--- config.mk ---
export PLATFORM = sky130hd
export DESIGN_NAME = inst_fetch_queue
export DESIGN_NICKNAME = d
export VERILOG_FILES = /design/src/rtl/inst_fetch_queue_pkg.sv /design/src/rtl/inst_fetch_queue_ring_buffer.sv /design/src/rtl/inst_fetch_queue.sv
export SDC_FILE = /design/constraint.sdc
export NUM_CORES = 2
export LEC_CHECK = 0
export ABC_AREA = 0
export BUFFER_PORTS_ARGS = -buffer_cell sky130_fd_sc_hd__clkbuf_2
export CAP_MARGIN = 10
export CORE_MARGIN = 3
export CORE_UTILIZATION = 50
export DETAILED_ROUTE_END_ITERATION = 12
export PLACE_DENSITY = 0.76
export SYNTH_ARGS = -nofsm -noshare
export SYNTH_HDL_FRONTEND = slang
export SYNTH_SLANG_ARGS = --single-unit
--- constraint.sdc ---
create_clock -name clk -period 28 [get_ports clk]
set_input_delay 2.8 -clock clk [delete_from_list [all_inputs] [get_ports clk]]
set_output_delay 2.8 -clock clk [all_outputs]
set_load 0.05 [all_outputs]
--- src/rtl/inst_fetch_queue_pkg.sv ---
// Shared types and defaults for the dual-issue instruction prefetch queue.
package inst_fetch_queue_pkg;

  typedef logic [31:0] Word_t;

  typedef struct packed {
    Word_t pc;
    Word_t inst;
  } FetchEntry_t;

  localparam int    FETCH_QUEUE_DEPTH = 8;
  localparam Word_t RESET_PC          = 32'hbfc0_0000;

endpackage

--- src/rtl/inst_fetch_queue_ring_buffer.sv ---
// fetch_ring_buffer: circular entry storage with two write ports (idx, idx+1)
// and two read ports (idx, idx+1); pointer control lives in the parent.
module fetch_ring_buffer
  import inst_fetch_queue_pkg::*;
#(
  parameter int DEPTH = FETCH_QUEUE_DEPTH,
  localparam int IDX_W = $clog2(DEPTH)
) (
  input  logic             clk,
  input  logic             rst,
  input  logic             wr_en,
  input  logic             wr_en_2,
  input  logic [IDX_W-1:0] wr_idx,
  input  FetchEntry_t      wr_entry,
  input  FetchEntry_t      wr_entry_2,
  input  logic [IDX_W-1:0] rd_idx,
  output FetchEntry_t      rd_entry,
  output FetchEntry_t      rd_entry_2
);

  FetchEntry_t      mem_q [DEPTH];
  FetchEntry_t      mem_d [DEPTH];
  logic [IDX_W-1:0] wr_idx_2;
  logic [IDX_W-1:0] rd_idx_2;

  // Index arithmetic wraps naturally in IDX_W bits, so a pair may straddle DEPTH-1 -> 0.
  always_comb begin
    wr_idx_2 = wr_idx + IDX_W'(1);
    mem_d    = mem_q;
    if (wr_en)   mem_d[wr_idx]   = wr_entry;
    if (wr_en_2) mem_d[wr_idx_2] = wr_entry_2;
  end

  always_ff @(posedge clk or posedge rst) begin
    if (rst) begin
      for (int i = 0; i < DEPTH; i++) mem_q[i] <= '0;
    end else begin
      mem_q <= mem_d;
    end
  end

  always_comb begin
    rd_idx_2   = rd_idx + IDX_W'(1);
    rd_entry   = mem_q[rd_idx];
    rd_entry_2 = mem_q[rd_idx_2];
  end

endmodule

--- src/rtl/inst_fetch_queue.sv ---
// Dual-issue instruction prefetch queue in front of the SRAM instruction bus.
// Optional FETCH_QUEUE_BYPASS_EN presents a response straight to decode when the queue is empty.
module inst_fetch_queue
  import inst_fetch_queue_pkg::*;
#(
  parameter int    DEPTH    = FETCH_QUEUE_DEPTH,
  parameter Word_t RESET_PC = inst_fetch_queue_pkg::RESET_PC
) (
  input  logic        clk,
  input  logic        rst,
  input  logic        flush,
  input  logic [31:0] redirect_pc,
  output logic        fetch_read,
  output logic [31:0] fetch_address,
  input  logic [31:0] fetch_data,
  input  logic [31:0] fetch_data_2,
  output logic        out_valid,
  output logic        out_valid_2,
  output logic [31:0] out_inst,
  output logic [31:0] out_inst_2,
  output logic [31:0] out_pc,
  output logic [31:0] out_pc_2,
  input  logic [1:0]  pop_count
);

  localparam int PTR_W    = $clog2(DEPTH);
  localparam int PTR_BITS = PTR_W + 1;
  localparam int CNT_W    = PTR_W + 3;

  logic [PTR_BITS-1:0] head_q, head_d, tail_q, tail_d, count;
  Word_t               pc_q, pc_d, req_pc_q, req_pc_d, fetch_pc;
  logic                req_valid_q, req_valid_d;
  logic                resp_valid, bypass, wr_en, wr_en_2;
  logic [1:0]          pop, buf_pop, push_n;
  logic [CNT_W-1:0]    avail, issue_level;
  FetchEntry_t         resp_entry, resp_entry_2, wr_entry, rd_entry, rd_entry_2;

  always_comb begin
    count             = tail_q - head_q;
    resp_valid        = req_valid_q && !flush;
    resp_entry.pc     = req_pc_q;
    resp_entry.inst   = fetch_data;
    resp_entry_2.pc   = req_pc_q + 32'd4;
    resp_entry_2.inst = fetch_data_2;
`ifdef FETCH_QUEUE_BYPASS_EN
    bypass = resp_valid && (count == '0);
`else
    bypass = 1'b0;
`endif
    // In bypass the arriving pair is what decode sees; words it takes are never written.
    avail    = bypass ? CNT_W'(2) : CNT_W'(count);
    pop      = (CNT_W'(pop_count) > avail) ? avail[1:0] : pop_count;
    buf_pop  = bypass ? 2'd0 : pop;
    push_n   = !resp_valid ? 2'd0 : (bypass ? 2'd2 - pop : 2'd2);
    wr_en    = push_n != 2'd0;
    wr_en_2  = push_n == 2'd2;
    wr_entry = (bypass && pop == 2'd1) ? resp_entry_2 : resp_entry;

    issue_level   = CNT_W'(count) + (req_valid_q ? CNT_W'(2) : '0) - CNT_W'(pop) + CNT_W'(2);
    fetch_read    = flush || (issue_level <= CNT_W'(DEPTH));
    fetch_pc      = flush ? redirect_pc : pc_q;
    fetch_address = {2'b00, fetch_pc[31:2]};
  end

  always_comb begin
    head_d      = head_q;
    tail_d      = tail_q;
    pc_d        = pc_q;
    req_pc_d    = req_pc_q;
    req_valid_d = req_valid_q;
    if (flush) begin
      head_d      = '0;
      tail_d      = '0;
      pc_d        = redirect_pc + 32'd8;
      req_pc_d    = redirect_pc;
      req_valid_d = 1'b1;
    end else begin
      head_d      = head_q + PTR_BITS'(buf_pop);
      tail_d      = tail_q + PTR_BITS'(push_n);
      req_valid_d = fetch_read;
      if (fetch_read) begin
        req_pc_d = pc_q;
        pc_d     = pc_q + 32'd8;
      end
    end
  end

  always_ff @(posedge clk or posedge rst) begin
    if (rst) begin
      head_q      <= '0;
      tail_q      <= '0;
      pc_q        <= RESET_PC;
      req_pc_q    <= '0;
      req_valid_q <= 1'b0;
    end else begin
      head_q      <= head_d;
      tail_q      <= tail_d;
      pc_q        <= pc_d;
      req_pc_q    <= req_pc_d;
      req_valid_q <= req_valid_d;
    end
  end

  fetch_ring_buffer #(.DEPTH(DEPTH)) u_ring (
    .clk        (clk),
    .rst        (rst),
    .wr_en      (wr_en),
    .wr_en_2    (wr_en_2),
    .wr_idx     (tail_q[PTR_W-1:0]),
    .wr_entry   (wr_entry),
    .wr_entry_2 (resp_entry_2),
    .rd_idx     (head_q[PTR_W-1:0]),
    .rd_entry   (rd_entry),
    .rd_entry_2 (rd_entry_2)
  );

  always_comb begin
    out_valid   = avail != '0;
    out_valid_2 = avail >= CNT_W'(2);
    if (bypass) begin
      out_inst   = resp_entry.inst;
      out_pc     = resp_entry.pc;
      out_inst_2 = resp_entry_2.inst;
      out_pc_2   = resp_entry_2.pc;
    end else begin
      out_inst   = rd_entry.inst;
      out_pc     = rd_entry.pc;
      out_inst_2 = rd_entry_2.inst;
      out_pc_2   = rd_entry_2.pc;
    end
  end

endmodule
==> metrics.csv <==
metric;value;unit
Crit Path Category;in -> out;
register-to-register path setup slack;21.28;ns
row count;91;
area of the multi-input gates;0.0158;mm^2
Post-Route WL;87600;um
adder-cell share of the synthesized area;1.06;%
H-tree depth;3;
Reg2Reg Depth;19;
endpoints failing setup;0;
most frequent cells in the layout;nand2_1 (1476), dfrtp_1 (572), clkbuf_2 (261);
Synth area leaders;dfrtp_1 (45%), mux4_2 (18%), nand2_1 (17%), mux2_2 (4.8%), o21ai_0 (2.0%);
final worst path period need;10.03;ns
initial antenna violation count;2;
Total Negative Setup Slacks;0;ns
CP most frequent cell;ha_1;
Fill cells;5272;
busiest layer in global routing;met2;
Vias per Instance;5.91;
R2R Path Start;head_q[2];
die outline height;258;um
GR Util met2;43.3;%
hold depth;2;
fmax;99.7;MHz
CP cell instances;clkbuf_2 > inv_1 > ha_1 > a31oi_1 > nand2_1 > mux2i_1 > ha_1 > inv_1 > ha_1 > or2_2 > fa_1 > xor2_1 > o32ai_1 > o32ai_4 > o21a_4 > inv_4 > clkbuf_2;
RSZ-0062 raised after global routing;no;
Setup crit end kind;output port;
commonest non-fill, non-tap cell in the layout;nand2_1;
hold path startpoint;u_ring.mem_q[337];
Die X-Extent;258;um
vias after detailed routing;24400;
Yosys reg bits;584;
CTS buffer count;67;
Post-Syn Area per Cell;10.1;um^2
FF-to-FF End;req_pc_q[3];
CTS tree;done;
clock-pin slew on the worst setup and hold paths;0.06;ns
XOR/XNOR share of the synthesized area;1.51;%
drt wl/cell;21.2;um
Hold Violations, Final;0;
post-CTS setup buffer count;0;
initial core utilization;50.9;%
Synth Cell Area;0.0317;mm^2
clock buffer depth;3;
detailed-route DRC error count;0;
placer congestion estimate;0.830;
Worst path max stage delay;0.56;ns
relative slew slack;18.7;%
Die Area;0.0664;mm^2
Reg area;0.0146;mm^2
Worst-Skew Late Latency;0.61;ns
Post-synth ARST share;100;%
first-pass GRT wire length;140000;um
Finished Cell Area;0.0354;mm^2
met3 usage;4.67;%
largest family of logic cells by synthesized area;multiplexers;
iteration count of the initial detailed-routing pass;5;
max-cap violations;0;
Max Slew Vio Count;0;
status;finished, final reports clean;
Syn. warnings;0;
Critical Path AT;7.23;ns
clock sink total;584;
vias in the first global route;24700;
DRT antenna net count;0;
root buffer cell;clkbuf_16;
Yosys top cell area share;45.4;%
Max FO, Critical Path;50;
period utilization;35.8;%
port bufs;261;
GRT Total Usage;26.5;%
compound-gate portion of the synthesized area;3.47;%
Setup Skew;0.0277;ns
Iteration-0 DRC Markers;2334;
Post-synth EDFFs;0;
Final #Nets;3369;
largest net degree at the start of global routing;112;
largest area contributor in the netlist;dfrtp_1;
sequential area share after synthesis;46.2;%
Placeable Area;0.0622;mm^2
multiplexer share of the synthesized area;23.6;%
hold_buf cts;0;
GRT overflow;0;
HP Class;reg -> reg;
dpl cell area;0.0331;mm^2
Critical Path Slowest Stage Cell;inv_4;
synth unique cells;63;
Layout area overhead;11.8;%
Resize count post-CTS;0;
I/O pins;264;
post-DP HPWL;52200;um
Synth Instances;3142;
Crit path required time;25.20;ns
Worst Tran Pin Value;1.22;ns
GR Util met1;36.0;%
Startpoint Class;input pin;
share of post-route cells with drive strength above 1;25.5;%
Synth Area in Simple Gates;19.9;%
Most used DFF post-synth;dfrtp_1;
worst hold endpoint;u_ring.mem_q[337];
[layer usage]
metal | up-vias | share of wire [%]
met5 | - | 0
met4 | 0 | 3.5
met3 | 204 | 7.3
met2 | 1037 | 48
met1 | 12400 | 41
li1 | 10800 | -
[cells in the mapped netlist (3+ instances only)]
cell type / instances
buf_1: 16
and3_1: 20
and4_1: 11
a21oi_1: 18
inv_1: 22
nand4_1: 12
mux2_2: 136
clkbuf_1: 138
mux4_2: 256
nor2_1: 21
o211ai_1: 14
xnor2_1: 20
nor3_1: 9
dfrtp_1: 575
nand3_1: 20
nor4_1: 4
fa_1: 3
buf_4: 36
xor2_1: 32
ha_1: 22
mux2_4: 10
nand2_1: 1476
dfstp_2: 9
a31oi_1: 6
o21ai_0: 128
buf_2: 69
o31ai_1: 11
[through the flow]
step           hold WS (ns)  cells  util [%]  setup WS [ns]
5_1_grt               0.513   4131      57.0          17.58
6_report              0.494   4131      57.0          17.97
3_5_place_dp          0.479   4011      53.3          17.96
3_3_place_gp          0.471   4011      53.3          18.00
2_1_floorplan         0.457   3143         -           8.87
4_1_cts               0.493   4129      56.9          17.96
[registers in the layout, summed over array words and instances (netlist names)]
register      count
head_q            4
pc_q             32
req_pc_q         32
req_valid_q       1
tail_q            3
u_ring.mem_q    512
[final cells by class]
cell class / count / share of cell area [%]
Tap cell: 837 / 2.96
Sequential cell: 584 / 41.3
Clock buffer: 96 / 5.59
Inverter: 24 / 0.286
Clock inverter: 22 / 0.866
Multi-Input combinational cell: 2272 / 44.6
Timing Repair Buffer: 294 / 4.39
Antenna cell: 2 / 0.0141
[worst max path at each step]
stage,cells past startpoint,slack [ns],startpoint,to
2_1_floorplan,1,8.87,rst,head_q[0]
3_3_place_gp,17,18.00,pop_count[0],fetch_read
3_5_place_dp,17,17.96,pop_count[0],fetch_read
4_1_cts,17,17.96,pop_count[0],fetch_read
5_1_grt,19,17.58,head_q[2],fetch_read
6_report,17,17.97,pop_count[0],fetch_read
[kinds of logic after synthesis]
group	count (synthesis)
buffers and inverters	287
AOI/OAI and AO/OA	190
DFF	584
muxes	404
xor gates and xnor gates	53
and+or+nand+nor	1598
other	1
adders and majority gates	25
[worst max-delay path: cells and delay by family]
| kind | cells | cell delay (ns) |
|---|---|---|
| muxes | 1 | 0.17 |
| adders and majority gates | 4 | 1.27 |
| AOI/OAI and AO/OA | 4 | 1.12 |
| xor gates and xnor gates | 1 | 0.15 |
| and+or+nand+nor | 2 | 0.44 |
| buffers and inverters | 5 | 1.23 |
Power is left out: the tool's default activity adds up to more than one toggle a clock period on the data nets, which glitch-free logic cannot reach.
